### src/rtl/ntt_addr_gen_pkg.sv
`default_nettype none
// ============================================================================
//  Module   : pqc_ntt_pkg
//  Purpose  : Shared constants, operation encodings and sequencer state type
//             for the Dilithium NTT datapath.
//  Revision : 1.0 - initial release
// ============================================================================
package pqc_ntt_pkg;

  localparam int          N     = 256;
  localparam int          LOG_N = 8;
  localparam int unsigned Q     = 32'd8380417;

  // Operation codes; the FBU mode input uses the same encoding
  localparam logic [1:0] OP_NTT  = 2'b00;
  localparam logic [1:0] OP_INTT = 2'b01;
  localparam logic [1:0] OP_BYP  = 2'b10;
  localparam logic [1:0] OP_IDLE = 2'b11;

  // Sequencer states
  typedef enum logic [1:0] {
    ST_IDLE  = 2'd0,
    ST_ISSUE = 2'd1,
    ST_DRAIN = 2'd2,
    ST_FIN   = 2'd3
  } state_t;

endpackage
`default_nettype wire

### src/rtl/ntt_delay_line.sv
`default_nettype none
// ============================================================================
//  Module   : ntt_delay_line
//  Purpose  : DEPTH x WIDTH shift register with synchronous active-low clear.
//             Used to align control with RAM read data and FBU results.
//  Revision : 1.0 - initial release
// ============================================================================
module ntt_delay_line #(
  parameter int DEPTH = 1,
  parameter int WIDTH = 1
) (
  input  logic             clk,
  input  logic             rst_n,
  input  logic [WIDTH-1:0] din,
  output logic [WIDTH-1:0] dout
);

  logic [WIDTH-1:0] r_stage [DEPTH];

  // Advance one stage per clock; clear drops anything in flight
  always_ff @(posedge clk) begin
    if (!rst_n) begin
      for (int k = 0; k < DEPTH; k++) r_stage[k] <= '0;
    end else begin
      r_stage[0] <= din;
      for (int k = 1; k < DEPTH; k++) r_stage[k] <= r_stage[k-1];
    end
  end

  assign dout = r_stage[DEPTH-1];

endmodule
`default_nettype wire

### src/rtl/ntt_addr_gen.sv
`default_nettype none
// ============================================================================
//  Module   : ntt_addr_gen
//  Purpose  : Walks the 256-coefficient polynomial through the NTT / INTT
//             layers (or a single bypass copy pass), one butterfly per cycle,
//             and produces the matching delayed write-back addresses.
//  Revision : 1.0 - initial release
// ============================================================================
module ntt_addr_gen
  import pqc_ntt_pkg::*;
#(
  parameter int RD_LAT = 1,
  parameter int BF_LAT = 4
) (
  input  logic       clk,
  input  logic       rst_n,
  input  logic       start,
  input  logic [1:0] op,
  output logic       busy,
  output logic       done,
  output logic       rd_en,
  output logic [7:0] rd_addr_a,
  output logic [7:0] rd_addr_b,
  output logic [8:0] tw_addr,
  output logic [1:0] bf_mode,
  output logic       wr_en,
  output logic [7:0] wr_addr_a,
  output logic [7:0] wr_addr_b
);

  localparam int PIPE    = RD_LAT + BF_LAT;
  localparam int c_cnt_w = $clog2(PIPE + 1);

  state_t               r_state, w_next;
  logic [1:0]           r_op;
  logic [2:0]           r_stage;
  logic [6:0]           r_idx;
  logic [c_cnt_w-1:0]   r_cnt;

  logic                 r_rd_en, r_busy, r_done;
  logic [7:0]           r_rd_a, r_rd_b;
  logic [8:0]           r_tw;

  logic                 w_accept;
  logic [2:0]           w_last_stage;
  logic                 w_rd_en, w_busy, w_done;
  logic [7:0]           w_rd_a, w_rd_b;
  logic [8:0]           w_tw;
  logic [2:0]           w_sh;
  logic [7:0]           w_len;
  logic [6:0]           w_mask, w_grp, w_off;
  logic [7:0]           w_j;
  logic [1:0]           w_mode_rd;
  logic [16:0]          w_wr;

  // A start landing in the done cycle is dropped so back-to-back requests
  // see at least one genuine IDLE cycle.
  assign w_accept     = start && (op != OP_IDLE) && !r_done;
  assign w_last_stage = (r_op == OP_BYP) ? 3'd0 : 3'd7;

  // State register
  always_ff @(posedge clk) begin
    if (!rst_n) r_state <= ST_IDLE;
    else        r_state <= w_next;
  end

  // Next-state decision
  always_comb begin
    w_next = r_state;
    case (r_state)
      ST_IDLE:  if (w_accept) w_next = ST_ISSUE;
      ST_ISSUE: if (r_idx == 7'd127) w_next = ST_DRAIN;
      ST_DRAIN: if (r_cnt == '0) w_next = (r_stage == w_last_stage) ? ST_FIN : ST_ISSUE;
      ST_FIN:   w_next = ST_IDLE;
      default:  w_next = ST_IDLE;
    endcase
  end

  // Operation latch, layer / butterfly / drain counters
  always_ff @(posedge clk) begin
    if (!rst_n) begin
      r_op    <= OP_NTT;
      r_stage <= '0;
      r_idx   <= '0;
      r_cnt   <= '0;
    end else begin
      case (r_state)
        ST_IDLE: if (w_accept) begin
          r_op    <= op;
          r_stage <= '0;
          r_idx   <= '0;
        end
        ST_ISSUE: begin
          r_idx <= r_idx + 7'd1;
          if (r_idx == 7'd127) r_cnt <= c_cnt_w'(PIPE - 1);
        end
        ST_DRAIN: begin
          if (r_cnt == '0) r_stage <= r_stage + 3'd1;
          else             r_cnt   <= r_cnt - 1'b1;
        end
        default: ;
      endcase
    end
  end

  // Butterfly addressing: log2(len) shrinks per layer for NTT, grows for INTT
  always_comb begin
    w_sh   = (r_op == OP_INTT) ? r_stage : (3'd7 - r_stage);
    w_len  = 8'd1 << w_sh;
    w_mask = w_len[6:0] - 7'd1;  // len=128 wraps to an all-ones mask
    w_grp  = r_idx >> w_sh;
    w_off  = r_idx & w_mask;
    w_j    = (({1'b0, w_grp} << w_sh) << 1) | {1'b0, w_off};
  end

  // Read-side outputs for the current FSM state
  always_comb begin
    w_rd_en = (r_state == ST_ISSUE);
    w_busy  = (r_state != ST_IDLE);
    w_done  = (r_state == ST_FIN);
    w_rd_a  = '0;
    w_rd_b  = '0;
    w_tw    = '0;
    if (w_rd_en) begin
      if (r_op == OP_BYP) begin
        w_rd_a = {r_idx, 1'b0};
        w_rd_b = {r_idx, 1'b1};
      end else begin
        w_rd_a = w_j;
        w_rd_b = w_j + w_len;
        if (r_op == OP_INTT) w_tw = {1'b1, (8'hFF >> r_stage) - {1'b0, w_grp}};
        else                 w_tw = {1'b0, (8'd1 << r_stage) + {1'b0, w_grp}};
      end
    end
  end

  // Register read-side outputs so they change one cycle after the decision
  always_ff @(posedge clk) begin
    if (!rst_n) begin
      r_rd_en <= 1'b0;
      r_rd_a  <= '0;
      r_rd_b  <= '0;
      r_tw    <= '0;
      r_busy  <= 1'b0;
      r_done  <= 1'b0;
    end else begin
      r_rd_en <= w_rd_en;
      r_rd_a  <= w_rd_a;
      r_rd_b  <= w_rd_b;
      r_tw    <= w_tw;
      r_busy  <= w_busy;
      r_done  <= w_done;
    end
  end

  // FBU mode follows the RAM data, idle code when no data is valid
  assign w_mode_rd = r_rd_en ? r_op : OP_IDLE;

  ntt_delay_line #(.DEPTH(RD_LAT), .WIDTH(2)) u_mode_dly (
    .clk  (clk),
    .rst_n(rst_n),
    .din  (w_mode_rd),
    .dout (bf_mode)
  );

  ntt_delay_line #(.DEPTH(PIPE), .WIDTH(17)) u_wr_dly (
    .clk  (clk),
    .rst_n(rst_n),
    .din  ({r_rd_en, r_rd_a, r_rd_b}),
    .dout (w_wr)
  );

  assign busy      = r_busy;
  assign done      = r_done;
  assign rd_en     = r_rd_en;
  assign rd_addr_a = r_rd_a;
  assign rd_addr_b = r_rd_b;
  assign tw_addr   = r_tw;
  assign wr_en     = w_wr[16];
  assign wr_addr_a = w_wr[15:8];
  assign wr_addr_b = w_wr[7:0];

endmodule
`default_nettype wire

### config.mk
export PLATFORM = sky130hd
export DESIGN_NAME = ntt_addr_gen
export DESIGN_NICKNAME = d
export VERILOG_FILES = /design/src/rtl/ntt_addr_gen_pkg.sv /design/src/rtl/ntt_delay_line.sv /design/src/rtl/ntt_addr_gen.sv
export SDC_FILE = /design/constraint.sdc
export NUM_CORES = 1
export LEC_CHECK = 0
export CORE_UTILIZATION = 55
export DETAILED_ROUTE_END_ITERATION = 16
export PLACE_DENSITY = 0.76
export SYNTH_ARGS = -nofsm -noshare
export SYNTH_HDL_FRONTEND = slang
export SYNTH_SLANG_ARGS = --single-unit
### constraint.sdc
create_clock -name clk -period 5.55 [get_ports clk]
set_input_delay 0.8325 -clock clk [delete_from_list [all_inputs] [get_ports clk]]
set_output_delay 0.8325 -clock clk [all_outputs]
set_load 0.01 [all_outputs]
* Yosys cells after proc, flatten, opt, wreduce, memory -nomap -nowiden *
Memory sizes are Yosys's and may differ from the RTL's.
Cells that the tools add are included.

operators by class
  add/sub/neg operators = 8
  eq/ne operators = 12
  shifts and indexed selects = 5
  multiplexer cells = 28
  bitwise gates (word level) = 9
  reductions and logical operators = 17

operators by type and width
  cell                                              count
  two-way mux 17 bit                                5
  two-way mux 3 bit                                 6
  two-way mux 8 bit                                 2
  left shift 1 x 3 -> 8 bit, first input constant   2
  case mux 7 bit (2 select lines)                   1
  two-way mux 2 bit                                 6
  case mux 3 bit (2 select lines)                   2
  two-way mux 9 bit                                 1
  AND reduction 3 bit                               3
  adder 8 x 7 -> 8 bit                              1
  adder 8 bit                                       1
  != test 2 bit, second input constant              4
  bitwise OR 8 x 7 -> 8 bit                         1
  case mux 2 bit (4 select lines)                   1
  nonzero test 2 bit                                4
  >> shifter 8 x 3 -> 8 bit, first input constant   1
  subtractor 8 x 7 -> 8 bit                         1
  adder 7 x 1 -> 7 bit, second input constant       1
  bitwise AND 7 bit                                 1
  == test 7 bit, second input constant              1
  two-way mux 7 bit                                 1
  left shift 7 x 3 -> 7 bit                         1
  >> shifter 7 x 3 -> 7 bit                         1
  subtractor 7 x 1 -> 7 bit, second input constant  1
  other kinds (17)                                  30

storage, ports and cells
  flip-flop bits (word level) = 45
  RAM bits = 87
  input bits = 5
  output and inout bits = 47
  memories kept = 2

memories
  memory              words  width  rd ports  clocked after memory_dff  wr ports  line                  source
  u_wr_dly.r_stage    5      17     5         0                         5         ntt_delay_line.sv:18  logic [WIDTH-1:0] r_stage [DEPTH];
  u_mode_dly.r_stage  1      2      1         0                         1         ntt_delay_line.sv:18

* Longest topological paths before layout *
  word-level depth = 8
  mapped depth = 19
  mapped depth without buffers = 16

* Modules after synthesis *
A second synthesis with hierarchy kept.

unflattened totals
  cell total of the unflattened synthesis = 672
  area, all modules = 6,120.9 um^2

modules (own cells, without submodules)
  module                        instances  cells an instance  area an instance (um^2)  seq. area each (um^2)
  ntt_addr_gen                  1          489                3,752.3                  900.9
  ntt_delay_line at u_wr_dly    1          179                2,316.0                  1,701.6
  ntt_delay_line at u_mode_dly  1          4                  52.6                     40.0

* Least setup slack after synthesis *
OpenSTA, ideal clock, no wires.

  path type = flip-flop to flip-flop
  start = register r_stage[1]
  end = register r_tw[6] (netlist: tw_addr[6])
  library setup time = 0.122 ns
  arrival = 3.051 ns
  required time = 5.428 ns
  setup slack = 2.377 ns
  stages on the path, launching flop included = 16
  period minus slack after synthesis = 3.173 ns
  cell sequence = dfxtp_1 -> buf_2 -> buf_6 -> inv_2 -> nor2_1 -> a221oi_2 -> a221oi_1 -> inv_1 -> ha_1 -> fa_1 -> a21o_1 -> a21oi_1 -> o21bai_1 -> a21oi_1 -> xor2_1 -> o22ai_1

between the ends
  cells in the longest elaborated chain, start to end = 5
  elaborated cells on any way between the ends = 8
  classes of those cells = add/sub: 3; shift: 3; mux: 2

RTL lines
  what                                                                      line                                      source
  start, declared                                                           ntt_addr_gen.sv:36                        logic [2:0] r_stage;
  start signal, assigned                                                    ntt_addr_gen.sv:98                        if (r_cnt == '0) r_stage <= r_stage + 3'd1;
  subtractor 3 bit                                                          ntt_addr_gen.sv:108                       w_sh = (r_op == OP_INTT) ? r_stage : (3'd7 - r_stage);
  two-way mux 3 bit                                                         ntt_addr_gen.sv:108
  >> shifter 7 x 3 -> 7 bit                                                 ntt_addr_gen.sv:111                       w_grp = r_idx >> w_sh;
  adder 8 x 7 -> 8 bit / subtractor 8 x 7 -> 8 bit (equally long branches)  ntt_addr_gen.sv:132, ntt_addr_gen.sv:131
  two-way mux 9 bit *                                                       ntt_addr_gen.sv:131                       if (r_op == OP_INTT) w_tw = {1'b1, (8'hFF >> r_stage) - {1'b0, w_grp}};
  end signal, assigned                                                      ntt_addr_gen.sv:150                       r_tw <= w_tw;
  end, declared                                                             ntt_addr_gen.sv:42                        logic [8:0] r_tw;

Every way passes the cells marked *; elsewhere a longest branch is shown, timed or not.
A chain may end at the register's enable or synchronous reset.

* Worst setup path in the final report *
  start = register r_op[1]
  end = register r_rd_b[7] (netlist: rd_addr_b[7])

between the ends
  cells in the longest elaborated chain, start to end = 8
  elaborated cells on any way between the ends = 11
  classes of those cells = add/sub: 2; eq/ne: 2; shift: 3; mux: 2; bitwise: 2

RTL lines
  what                       line                 source
  start, declared            ntt_addr_gen.sv:35   logic [1:0] r_op;
  start signal, assigned     ntt_addr_gen.sv:89   r_op <= op;
  == test 2 x 1 -> 1 bit     ntt_addr_gen.sv:108
  two-way mux 3 bit          ntt_addr_gen.sv:108
  left shift 1 x 3 -> 8 bit  ntt_addr_gen.sv:109  w_len = 8'd1 << w_sh;
  subtractor 7 x 1 -> 7 bit  ntt_addr_gen.sv:110  w_mask = w_len[6:0] - 7'd1;
  bitwise AND 7 bit          ntt_addr_gen.sv:112  w_off = r_idx & w_mask;
  bitwise OR 8 x 7 -> 8 bit  ntt_addr_gen.sv:113  w_j = (({1'b0, w_grp} << w_sh) << 1) | {1'b0, w_off};
  adder 8 bit                ntt_addr_gen.sv:130  w_rd_b = w_j + w_len;
  two-way mux 8 bit *        ntt_addr_gen.sv:125  if (r_op == OP_BYP) begin
  end signal, assigned       ntt_addr_gen.sv:149  r_rd_b <= w_rd_b;
  end, declared              ntt_addr_gen.sv:41   logic [7:0] r_rd_a, r_rd_b;

Marked as above.

==> summary.md <==
By area the synthesized netlist is led by sky130_fd_sc_hd__dfxtp_1 43%, sky130_fd_sc_hd__and2_1 9.7%, sky130_fd_sc_hd__ha_1 7.0%. The simple-gate portion of the synthesized area is 0.222, and the largest clock skew in the final design is 0.00910 ns. The mean area per synthesized cell works out to 9.08 um^2. Clock tree synthesis inserted a total of 17 buffers.

Synthesis instantiated 63 different standard cells from the library. In the routed design, unresolved DRC markers number 0. Internal power comes to 1570 uW.

Dividing total power by cell area gives a power density of 296 nW/um^2. The number of enable-type register cells in the synthesized netlist came out at 0. Async set-or-reset flop fraction in the synthesized netlist: 0. The compound-cell area share of the yosys netlist is 0.153, and the maximum clock rate is 0.232 GHz. After clock tree synthesis, the repair step resized 0 gates.

The biggest fanout along the worst timing path came out at 26. The run gives 0.238 as the global router's overall resource usage. Routability-driven placement finished with a final weighted congestion of 0.919. The run gives 0 as the initial antenna violation count. TritonCTS built the clock tree. Critical path class: flop to flop. The number of I/O port buffers is 51. For the number of violations of the max-capacitance limit, the log shows 0. The final-report max-slew violation count came out at 0. The most used flip-flop cell after synthesis was sky130_fd_sc_hd__dfxtp_1.

The share of the clock period used by the worst path after layout works out to 0.776. For the count of hold-fix buffers inserted at cts, the log shows 0. In the final timing run, aggregate negative setup slack is 0 ns.

The switching part of the total power was 0.250; the final core area utilization was 0.650. The endpoint kind of the worst setup timing path is a flop. The synthesized netlist net count is 714. Across all layers, the routed design uses 4,615 vias. Counting flops and latches in the post-synthesis netlist gives 132. The die extent in y is 107 um, and the first-pass detailed-route iteration total is 6.

The instance count of the mapped netlist is 673, and the maximum vdd drop is 0.000261 V. Leakage component of the power: 0.00284 uW. The slew of the pin with the lowest slew margin works out to 1.10 ns. Register share of total power: 0.464. Of all cell types, the one taking the most synthesized area is sky130_fd_sc_hd__dfxtp_1.

The tools report the effective utilization at floorplan as 0.564. Proportion of netlist area held by the largest area contributor: 0.433. By count the netlist is led by 132 x sky130_fd_sc_hd__dfxtp_1, 95 x sky130_fd_sc_hd__and2_1, 42 x sky130_fd_sc_hd__nand2_1. Summed over all nets, the half-perimeter wirelength after detailed placement is 9070 um. Subtracting the final worst setup slack from the clock period gives 4.31 ns.

The detail route stage leaves a number of antenna-violating nets equal to 0. The layout cell share with drive strength beyond 1 was 0.0740; the number of clock sinks seen by CTS was 132. The detailed router finished its first iteration with 284 violations. The run gives 12,900 um as the total wire length. The worst-case headroom to the max-slew limit was 0.267. The area growth from synthesis to layout is 15.4%. The root buffer cell chosen for the clock tree is sky130_fd_sc_hd__clkbuf_8.

The portion of total power attributed to combinational logic was 0.050; the total of fill cells in the finished design was 873. The total die area came out at 11,500 um^2. For this run the aggregate overflow at the end of global routing stands at 0. The dominant cell by count in the synthesized netlist was sky130_fd_sc_hd__dfxtp_1. Using the TritonRoute via totals, the vias-per-cell ratio works out to 5.47. The number of warnings printed during yosys synthesis was 0. Post-synthesis instance area: 6110 um^2. The tools report the pin count of the biggest net entering global routing as 108. The die width came out at 107 um. Data required time of the critical path: 5.94 ns. The run gives 0 as the number of hold-slack violations in the final timing report. The type of the most critical hold path is flop to flop. In this run the count of I/O pins placed on the die edge is 52. The run finished with clean final reports.

The power share of the clock group came out at 0.486. Setup repair after global routing left no endpoint under its margin. The run gives 10,800 um^2 as the area of the core region.

Number of nets at the end of the flow: 731. The startpoint type of the worst setup path is a flop. The run gives 0 as the final-report setup violation count. The sequential share of the synthesized area was 0.433; the final antenna diode count was 0. The analysis attributes to net switching a power of 523 uW. The largest family of logic cells by synthesized area was simple AND/OR/NAND/NOR gates. The total setup buffers inserted after CTS is 0, and the fraction of synthesized cell area in xor and xnor cells is 0.0315.

The arrival time at the worst endpoint is 4.70 ns, and the post-synthesis mux area share is 0.0170. Clock-pin slew was measured on the worst setup and hold paths at 0.06 ns. The adder-cell area share of the yosys netlist was 0.0762. The first global-routing pass estimated 21,100 um of wire. The logs give 4,331 for the via count of the first global-routing pass and 4 for the number of H-tree levels. The number of placement rows was 38.

The source-to-sink clock delay at the later pin of the worst-skew pair is 0.52 ns. Dividing the detail-routed wire length by the instance count gives 15.3 um. Maximum buffer depth of the clock tree: 2.
-- cells in the final DEF (no fill, tap or decap), types with 5 or more instances in the layout --
master	n
sky130_fd_sc_hd__ha_1	34
sky130_fd_sc_hd__nor2b_1	15
sky130_fd_sc_hd__clkdlybuf4s50_1	50
sky130_fd_sc_hd__clkbuf_16	16
sky130_fd_sc_hd__nand3_1	13
sky130_fd_sc_hd__xnor2_1	17
sky130_fd_sc_hd__nand2b_1	10
sky130_fd_sc_hd__o22ai_1	10
sky130_fd_sc_hd__nand2_1	42
sky130_fd_sc_hd__o21ai_0	23
sky130_fd_sc_hd__nor2_1	38
sky130_fd_sc_hd__and2_1	95
sky130_fd_sc_hd__inv_6	5
sky130_fd_sc_hd__nor3_1	14
sky130_fd_sc_hd__dfxtp_1	132
sky130_fd_sc_hd__o21a_1	5
sky130_fd_sc_hd__a21boi_0	8
sky130_fd_sc_hd__mux2i_1	7
sky130_fd_sc_hd__a21o_1	9
sky130_fd_sc_hd__and3_1	6
sky130_fd_sc_hd__xor2_1	5
sky130_fd_sc_hd__a21oi_1	41
sky130_fd_sc_hd__inv_1	23
-- through the flow --
stage	instances	area (um^2)	power [uW]	worst slack, ns	hold WS [ns]
3_5_place_dp	811	6500	1090	1.33	0.418
3_3_place_gp	811	6500	1090	1.50	0.413
2_1_floorplan	673	6110	1060	2.38	0.412
5_1_grt	843	7050	2170	0.922	0.439
6_report	843	7050	2090	1.24	0.427
4_1_cts	843	7050	2110	1.31	0.432
-- sequential cells by signal, indices dropped and copies added (netlist names) --
register and flops:
done 1, tw_addr 9, rd_addr_a 8, busy 1, rd_addr_b 8, u_wr_dly.r_stage 85
rd_en 1, r_stage 3, r_state 2, u_mode_dly.r_stage 2, r_cnt 3, r_op 2
r_idx 7
-- layout make-up --
class	instances	area (um^2)	share of cell area
Multi-Input combinational cell	458	3050	0.433
Clock buffer	17	414	0.0588
Tap cell	140	175	0.0249
Clock inverter	15	136	0.0194
Inverter	28	105	0.0149
Timing Repair Buffer	53	520	0.0739
Sequential cell	132	2640	0.375
-- path summary, 6_finish.rpt --
kind,start,to,slack [ns],cells past startpoint
hold reg to reg,u_wr_dly.r_stage[0][14],u_wr_dly.r_stage[0][31],0.43,1
hold / removal,u_wr_dly.r_stage[0][14],u_wr_dly.r_stage[0][31],0.43,1
setup reg to reg,r_op[1],rd_addr_b[7],1.24,15
setup / recovery,r_op[1],rd_addr_b[7],1.24,15
-- power by group through the flow --
stage                     combinational [uW]  sequential (uW)  clock, uW
final                                    104              969       1020
after global routing                     116              971       1080
after CTS                                103              969       1040
after detailed placement                 103              990          0
after global placement                   102              989          0
after floorplan                         77.7              986          0
-- metal layers --
metal	global-route usage	share of wire	vias to the layer above
met1	0.296	0.45	2156
met3	0.0654	0.052	17
met4	0.0812	0.015	0
met2	0.395	0.48	138
li1	-	-	2304
met5	0	0	-
-- worst max-delay path, cell delays in order (launching register included) --
cell	delay, ns
sky130_fd_sc_hd__dfxtp_1	0.56
sky130_fd_sc_hd__nand2b_1	0.90
sky130_fd_sc_hd__nand2_1	0.23
sky130_fd_sc_hd__o21ai_0	0.38
sky130_fd_sc_hd__nand2_1	0.13
sky130_fd_sc_hd__ha_1	0.24
sky130_fd_sc_hd__xnor2_1	0.14
sky130_fd_sc_hd__o22ai_1	0.21
sky130_fd_sc_hd__ha_1	0.31
sky130_fd_sc_hd__a21oi_1	0.24
sky130_fd_sc_hd__nor2b_1	0.08
sky130_fd_sc_hd__o21a_1	0.19
sky130_fd_sc_hd__nor4_1	0.20
sky130_fd_sc_hd__nor3_1	0.12
sky130_fd_sc_hd__xnor2_1	0.17
sky130_fd_sc_hd__o21ai_1	0.08
-- cell families (layout without fill, tap and decap cells) --
| logic type | after synthesis | count (layout) |
|---|---|---|
| adders and majority gates | 36 | 36 |
| xor gates and xnor gates | 22 | 22 |
| muxes | 10 | 10 |
| AOI/OAI and AO/OA | 139 | 139 |
| buffers and inverters | 83 | 113 |
| DFF | 132 | 132 |
| and+or+nand+nor | 250 | 250 |
| other | 1 | 1 |
Note: power is estimated with default switching activity, not from simulation.
